===== config.mk =====
export PLATFORM = sky130hd
export DESIGN_NAME = boot_fetch_unit
export DESIGN_NICKNAME = d
export VERILOG_FILES = /design/src/rtl/boot_fetch_pkg.sv /design/src/rtl/fetch_pc.sv /design/src/rtl/boot_fetch_unit.sv
export SDC_FILE = /design/constraint.sdc
export NUM_CORES = 1
export LEC_CHECK = 0
export ABC_CLOCK_PERIOD_IN_PS = 2400
export CAP_MARGIN = 10
export CORE_MARGIN = 2
export CORE_UTILIZATION = 44
export CTS_CLUSTER_DIAMETER = 30
export DETAILED_ROUTE_END_ITERATION = 10
export HOLD_SLACK_MARGIN = 0.06
export PLACE_DENSITY_LB_ADDON = 0.05
export SLEW_MARGIN = 20
export SYNTH_ARGS = -nofsm -noshare
export SYNTH_HDL_FRONTEND = slang
export SYNTH_SLANG_ARGS = --single-unit

===== constraint.sdc =====
create_clock -name clock -period 2.4 [get_ports clock]
set_clock_uncertainty 0.1 [all_clocks]
set_input_delay 0.24 -clock clock [delete_from_list [all_inputs] [get_ports clock]]
set_output_delay 0.24 -clock clock [all_outputs]
set_load 0.05 [all_outputs]

===== src/rtl/boot_fetch_pkg.sv =====
// Shared types and default widths for the boot loader / fetch unit.
// No logic and no latency; this package only declares the FSM state
// encoding and the default word and address widths.
package boot_fetch_pkg;

    localparam int DEF_DATA_W = 32;
    localparam int DEF_ADDR_W = 32;

    typedef enum logic [1:0] {
        ST_BOOT  = 2'd0,
        ST_RUN   = 2'd1,
        ST_ERROR = 2'd2
    } state_t;

endpackage


===== src/rtl/fetch_pc.sv =====
// Program counter with redirect, stall and increment logic.
// Latency: the PC updates on the clock edge after en_i/stall_i/redirect_i are sampled.
// Backpressure: stall_i holds the PC. redirect_i wins over stall_i. Nothing moves while en_i is low.
module fetch_pc #(
    parameter int              ADDR_W   = 32,
    parameter logic [ADDR_W-1:0] RESET_PC = '0,
    parameter int              PC_STEP  = 1
) (
    input  logic              clock,
    input  logic              reset,
    input  logic              en_i,
    input  logic              stall_i,
    input  logic              redirect_i,
    input  logic [ADDR_W-1:0] redirect_pc_i,
    output logic [ADDR_W-1:0] pc_o,
    output logic [ADDR_W-1:0] pc_inc_o
);

    localparam logic [ADDR_W-1:0] STEP = ADDR_W'(PC_STEP);

    logic [ADDR_W-1:0] pc_q, pc_d;

    // Sum is truncated to ADDR_W bits, so the PC wraps modulo 2^ADDR_W.
    assign pc_inc_o = pc_q + STEP;
    assign pc_o     = pc_q;

    // Next PC: redirect has priority, then stall holds, otherwise advance.
    always_comb begin
        pc_d = pc_q;
        if (en_i) begin
            if (redirect_i)    pc_d = redirect_pc_i;
            else if (!stall_i) pc_d = pc_inc_o;
        end
    end

    // PC register.
    always_ff @(posedge clock) begin
        if (reset) pc_q <= RESET_PC;
        else       pc_q <= pc_d;
    end

endmodule


===== src/rtl/boot_fetch_unit.sv =====
// Boot loader that copies BOOT_WORDS words into instruction memory, then runs the instruction fetch stage.
// Latency: each boot word is written in the cycle it is offered. Fetch has 1 cycle from PC to the IF/ID register.
// Backpressure: boot_ready is high for the whole load. stall holds the PC and IF/ID. Option BOOT_CHECKSUM_EN validates the image sum.
module boot_fetch_unit
    import boot_fetch_pkg::*;
#(
    parameter int          DATA_W     = DEF_DATA_W,
    parameter int          ADDR_W     = DEF_ADDR_W,
    parameter int          BOOT_WORDS = 16,
    parameter int unsigned RESET_PC   = 0,
    parameter int          PC_STEP    = 1
) (
    input  logic              clock,
    input  logic              reset,
    input  logic [DATA_W-1:0] boot_data,
    input  logic              boot_valid,
    output logic              boot_ready,
    input  logic [DATA_W-1:0] boot_checksum,
    output logic [ADDR_W-1:0] imem_addr,
    output logic [DATA_W-1:0] imem_wdata,
    output logic              imem_we,
    output logic              imem_oe,
    input  logic [DATA_W-1:0] imem_rdata,
    input  logic              stall,
    input  logic              redirect,
    input  logic [ADDR_W-1:0] redirect_pc,
    output logic              if_id_valid,
    output logic [DATA_W-1:0] if_id_instr,
    output logic [ADDR_W-1:0] if_id_pcpp,
    output logic              on_bios,
    output logic              boot_error
);

    localparam logic [ADDR_W-1:0] LAST_WORD = ADDR_W'(BOOT_WORDS - 1);

    state_t            state_q;
    logic [ADDR_W-1:0] cnt_q;
    logic              if_id_valid_q;
    logic [DATA_W-1:0] if_id_instr_q;
    logic [ADDR_W-1:0] if_id_pcpp_q;
    logic [ADDR_W-1:0] pc, pc_inc;
    logic              run, boot_hs, sum_ok;

    assign run     = (state_q == ST_RUN);
    assign boot_hs = (state_q == ST_BOOT) && boot_valid;

`ifdef BOOT_CHECKSUM_EN
    logic [DATA_W-1:0] sum_q;
    logic              boot_error_q;
    // The final word is folded in before the compare.
    assign sum_ok     = ((sum_q + boot_data) == boot_checksum);
    assign boot_error = boot_error_q;
`else
    logic unused_checksum;
    assign unused_checksum = ^boot_checksum;
    assign sum_ok          = 1'b1;
    assign boot_error      = 1'b0;
`endif

    fetch_pc #(
        .ADDR_W   (ADDR_W),
        .RESET_PC (ADDR_W'(RESET_PC)),
        .PC_STEP  (PC_STEP)
    ) u_fetch_pc (
        .clock         (clock),
        .reset         (reset),
        .en_i          (run),
        .stall_i       (stall),
        .redirect_i    (redirect),
        .redirect_pc_i (redirect_pc),
        .pc_o          (pc),
        .pc_inc_o      (pc_inc)
    );

    // Memory-port and status decode from the current state. During reset no boot write is accepted.
    always_comb begin
        boot_ready = 1'b0;
        on_bios    = 1'b0;
        imem_we    = 1'b0;
        imem_oe    = 1'b0;
        imem_addr  = pc;
        imem_wdata = boot_data;
        case (state_q)
            ST_BOOT: begin
                boot_ready = !reset;
                on_bios    = 1'b1;
                imem_addr  = cnt_q;
                imem_we    = boot_valid && !reset;
            end
            ST_RUN:  imem_oe = 1'b1;
            default: ;
        endcase
    end

    // Sequencer: loads the boot image, then drives the IF/ID register while in run.
    always_ff @(posedge clock) begin
        if (reset) begin
            state_q       <= ST_BOOT;
            cnt_q         <= '0;
            if_id_valid_q <= 1'b0;
            if_id_instr_q <= '0;
            if_id_pcpp_q  <= '0;
`ifdef BOOT_CHECKSUM_EN
            sum_q         <= '0;
            boot_error_q  <= 1'b0;
`endif
        end else begin
            case (state_q)
                ST_BOOT: begin
                    if (boot_hs) begin
                        cnt_q <= cnt_q + ADDR_W'(1);
`ifdef BOOT_CHECKSUM_EN
                        sum_q <= sum_q + boot_data;
`endif
                        if (cnt_q == LAST_WORD) begin
                            if (sum_ok) begin
                                state_q <= ST_RUN;
                            end else begin
                                state_q <= ST_ERROR;
`ifdef BOOT_CHECKSUM_EN
                                boot_error_q <= 1'b1;
`endif
                            end
                        end
                    end
                end
                ST_RUN: begin
                    if (redirect) begin
                        if_id_valid_q <= 1'b0;
                    end else if (!stall) begin
                        if_id_valid_q <= 1'b1;
                        if_id_instr_q <= imem_rdata;
                        if_id_pcpp_q  <= pc_inc;
                    end
                end
                default: ;
            endcase
        end
    end

    assign if_id_valid = if_id_valid_q;
    assign if_id_instr = if_id_instr_q;
    assign if_id_pcpp  = if_id_pcpp_q;

endmodule


* Word-level counts from Yosys, hierarchy flattened *
Index checks and enable logic that the tools add are counted.

storage, ports and cells
  bits in registers = 130
  latch bits = 0
  RAM bits = 0
  bits in read-only memories = 0
  bits of input ports = 133
  output and inout bits = 134
  word-level logic and storage cells = 29
  memories kept = 0

cells by class
  $add $sub $neg = 2
  $mul = 0
  div/mod/pow operators = 0
  $lt $le $gt $ge = 0
  eq/ne operators = 2
  shifts and indexed selects = 0
  multiplexer cells = 9
  bitwise operators = 2
  reduce and logical (&&, ||, !) cells = 8

operators by type and width
  operator                                                number
  2-to-1 mux 32 bit                                       3
  adder 32 x 1 -> 32 bit (second input constant)          2
  == test 32 x 4 -> 1 bit (second input constant)         1
  2-to-1 mux 1 bit                                        6
  AND reduction 3 bit                                     2
  AND reduction 2 bit                                     2
  logical AND 1 bit                                       2
  zero test 2 bit                                         1
  inequality test 2 x 1 -> 1 bit (second input constant)  1
  inverter 1 bit                                          2
  zero test 1 bit                                         1

* Depth between registers and ports, before layout *
  depth in word-level cells = 3
  gate-level depth with buffers = 8
  depth with buffers taken out = 6

* Cells and area by module *
From an unflattened synthesis, not the netlist that was laid out.

second synthesis, totals
  cells, all modules = 882
  area total of the unflattened synthesis = 6,989.2 sq um

by module, submodules not included
  module           times used  cells each  area an instance (sq um)  sequential area each (sq um)
  boot_fetch_unit  1           550         4,458.0                   1,961.9
  fetch_pc         1           332         2,531.2                   640.6

* Worst setup path before layout *
OpenSTA, ideal clock, no wires.

  path kind = register -> output
  start point = register state_q[0]
  end point = output port imem_addr[21]
  data arrival time = 2.079 ns
  required time = 2.060 ns
  setup slack = -0.019 ns
  cell stages (with the launch flop) = 4
  buffers on the path = 2
  path through = dfxtp_1 -> clkbuf_1 -> clkbuf_1 -> o21ai_0

between the ends
  cells in the longest elaborated chain, start to end = 2

RTL lines
  what                      RTL line                source
  start: declaration        boot_fetch_unit.sv:36   state_t state_q;
  start signal: assignment  boot_fetch_unit.sv:98   state_q <= ST_BOOT;
  start signal: assignment  boot_fetch_unit.sv:117  state_q <= ST_RUN;
  start signal: assignment  boot_fetch_unit.sv:119  state_q <= ST_ERROR;
  zero test 2 bit           boot_fetch_unit.sv:83   case (state_q)
  2-to-1 mux 32 bit         boot_fetch_unit.sv:83
  end: declaration          boot_fetch_unit.sv:19   output logic [ADDR_W-1:0] imem_addr,

Every way passes these cells.

* Final worst setup path *
  start point = register state_q[0]
  end point = output port imem_addr[16]

The elaborated chain is that of the path after synthesis.

==> results by group <==
Run status
  – Run status: completed

Routing
  – DRC: 0
  – Total number of vias: 6721
  – ANT nets after route: 0
  – Pre-antenna DRT Iters: 5
  – Drt first-iter violations: 509
  – Final WL: approximately 21000 µm
  – Vias per cell: 5.555
  – Drt wl/cell: 17.05 µm

Setup path
  – CP delay by family, top: buffers and inverters
  – Buf/Inv on CP: 2
  – Startpoint types: flop
  – Cells on worst reg2reg path: 5
  – Crit path required time: approximately 2.1 ns
  – Cell mode on critical path: buf_4
  – Setup CP Type: reg -> out
  – Worst Path Arrival: 1.87 ns
  – CP max stage delay: 0.49 ns
  – Worst-path maximum fanout: 21
  – Critical path depth: 3
  – CP max-delay cell: dfxtp_2
  – Crit path capture type: primary output
  – Worst path cell trace: buf_4, mux2_2, buf_4

Floorplan
  – # IOs: ~270
  – Die height: 129.0 µm
  – Core ar.: 0.01526 mm²
  – Initial Util: 45.08%
  – Rows: 45
  – DIE AREA: 0.01665 mm²
  – Die W: around 130 µm

Hold path
  – WHS Path Cells: 4
  – HP Class: in -> reg

Clocking
  – PostCTS Resize Cnt: 0
  – Reg clk slew, reported paths: ~0.06 ns
  – Hold-fix buffers, CTS: 0
  – CTS Sinks: 130
  – H-tree Lvls: 4
  – CTS tree: built
  – Clock buffers created by TritonCTS: 17
  – Setup bufs post-CTS: 0
  – Max clock buf depth: 2
  – Worst-skew pair later-pin latency: 0.43 ns
  – Clk Tree Root Cell: clkbuf_16

Global route
  – Initial antenna violation count: 0
  – First-pass GRT wire length: approximately 32000 µm
  – GRT Util Overall: 24.75%
  – Pin count of the biggest net entering global routing: around 140
  – Vias in the first global route: 6209
  – Grt ovf: 0

STA
  – Max Fclk: approximately 450 MHz
  – Final hold slack: 0.1935 ns
  – Relative slew slack: about three fifths
  – Crit share post-route: 91.93%
  – Worst-Margin Slew: 0.6045 ns
  – Final setup viols: 0
  – Final Hold Fails: 0
  – Max Slew Vio Count: 0
  – Shortest period the worst path allows: 2.206 ns
  – RSZ-0062 raised after global routing: no

Final layout
  – Fillers: 1404
  – Most common cell after layout, fill and taps aside: clkdlybuf4s50_1
  – Area Overhead vs Synth: 34.30%
  – Non-Filler Instances: 1210
  – Layout net count: 1121
  – # diodes: 0
  – Share of cells above drive strength 1: 16.32%
  – Highest-count cells in the layout ignoring fill and taps: clkdlybuf4s50_1, dfxtp_1, nand2_1

Yosys
  – Yosys reg bits: 130
  – Synth Cell Area: 0.006879 mm²
  – Ys async rst share: 0%
  – Seq/Total Area, Yosys: 37.83%
  – Ys Warns: 0
  – Unique masters post-synth: 55
  – Syn nets: about 990
  – EDFF count, synth: 0
  – Avg Cell Area, Syn: 8.084 µm²
  – Ys flop type: dfxtp_1
  – Cells after synthesis: 851

Power and ir drop
  – Power per Cell Area: between 500 and 600 mW/mm²
  – Leak: 3.225 nW
  – VDD IR-drop max: between 0.0004 and 0.0005 V

Placed design
  – Gp weighted congestion: 0.9343
  – Post-DP HPWL: 15010 µm
  – Port bufs: between 150 and 200
  – Inst Count DP: 1178

Job
  – Maximum Capacitance Violations: 0
-- cells in the mapped netlist, drive strengths merged (4+ instances only) --
cell | n | share of area, %
inv | 8 | 0.44
dfxtp | 130 | 38
a21oi | 71 | 5.2
nand2 | 119 | 6.5
o31ai | 15 | 1.6
clkbuf | 48 | 2.6
a21o | 4 | 0.44
nand4 | 18 | 1.9
nor3 | 8 | 0.58
a31oi | 11 | 1.0
xnor2 | 26 | 3.3
xor2 | 21 | 2.7
a22oi | 11 | 1.2
nand3 | 29 | 2.2
buf | 51 | 5.2
mux2 | 32 | 5.2
a211oi | 31 | 3.4
o21ai | 28 | 2.0
and4 | 9 | 1.2
nor2 | 83 | 4.5
nor4 | 16 | 1.7
or4 | 13 | 1.4
or3 | 7 | 0.64
o41ai | 6 | 0.76
and3 | 18 | 1.8
-- final cells by class --
| type | instances | area (µm²) | area share [%] |
|---|---|---|---|
| multi-input cells | 614 | 3717 | 40.24 |
| flip-flops and latches | 130 | 2604 | 28.18 |
| repair buffers | 215 | 1992 | 21.56 |
| clock buffers | 17 | 425.4 | 4.605 |
| well taps | 211 | 264.0 | 2.858 |
| clock inverters | 15 | 206.4 | 2.235 |
| inverters | 8 | 30.03 | 0.3250 |
-- flip-flops by register name, indices dropped and copies added (netlist names) --
signal / count
cnt_q: 32
if_id_instr: 32
if_id_pcpp: 32
if_id_valid: 1
state_q: 1
u_fetch_pc.pc_o: 32
-- layer usage --
layer | track usage [%] | up-vias | share of wire [%] | wire length, µm
met5 | 0 | - | 0 | 0
met4 | 7.864 | 0 | 1.9 | 393
met3 | 5.656 | 48 | 6.5 | 1349
met2 | 37.66 | 239 | 45 | 9388
met1 | 34.93 | 3159 | 46 | 9503
li1 | - | 3275 | - | -
-- worst paths after layout --
kind	from	to	slack, ns
max reg2reg	u_fetch_pc.pc_o[4]	if_id_pcpp[20]	0.21
min reg2reg	if_id_instr[11]	if_id_instr[11]	0.35
min	redirect	u_fetch_pc.pc_o[22]	0.19
max	state_q[0]	imem_addr[16]	0.19
-- power by group --
group,total (mW),switching (mW),internal [mW]
clock network,2.79,1.04,1.75
logic,0.260,0.126,0.134
registers,2.17,0.00451,2.16
total,5.22,1.17,4.04
-- kinds of logic (layout without fill, tap and decap cells) --
| family | count (synthesis) | count (layout) | share of synthesized area [%] |
|---|---|---|---|
| AOI/OAI and AO/OA | 193 | 193 | 17.57 |
| DFF | 130 | 130 | 37.83 |
| adders and majority gates | 2 | 2 | 0.3637 |
| and+or+nand+nor | 337 | 337 | 24.43 |
| xor gates and xnor gates | 47 | 47 | 5.984 |
| buffers and inverters | 107 | 255 | 8.239 |
| muxes | 34 | 34 | 5.529 |
| other | 1 | 1 | 0.05451 |
-- through the flow --
| step | area (µm²) | utilization [%] | power [mW] | setup slack, ns | setup TNS [ns] |
|---|---|---|---|---|---|
| 2_1_floorplan | 6879 | - | 2.468 | -0.01936 | -0.03872 |
| 3_3_place_gp | 8607 | 56.41 | 2.470 | 0.1521 | 0 |
| 3_5_place_dp | 8607 | 56.41 | 2.473 | 0.1245 | 0 |
| 4_1_cts | 9239 | 60.55 | 5.243 | 0.1831 | 0 |
| 5_1_grt | 9239 | 60.55 | 5.364 | 0.02859 | 0 |
| 6_report | 9239 | 60.55 | 5.216 | 0.1936 | 0 |
-- worst reg2reg max path: cells and delay by family, from the launching register on --
| family | cells | cell delay (ns) |
|---|---|---|
| XOR/XNOR | 1 | 0.17 |
| flip-flops | 1 | 0.54 |
| AO/OA/AOI/OAI | 1 | 0.24 |
| AND/OR/NAND/NOR | 3 | 1.05 |
Note: power is estimated with default switching activity, not from simulation.
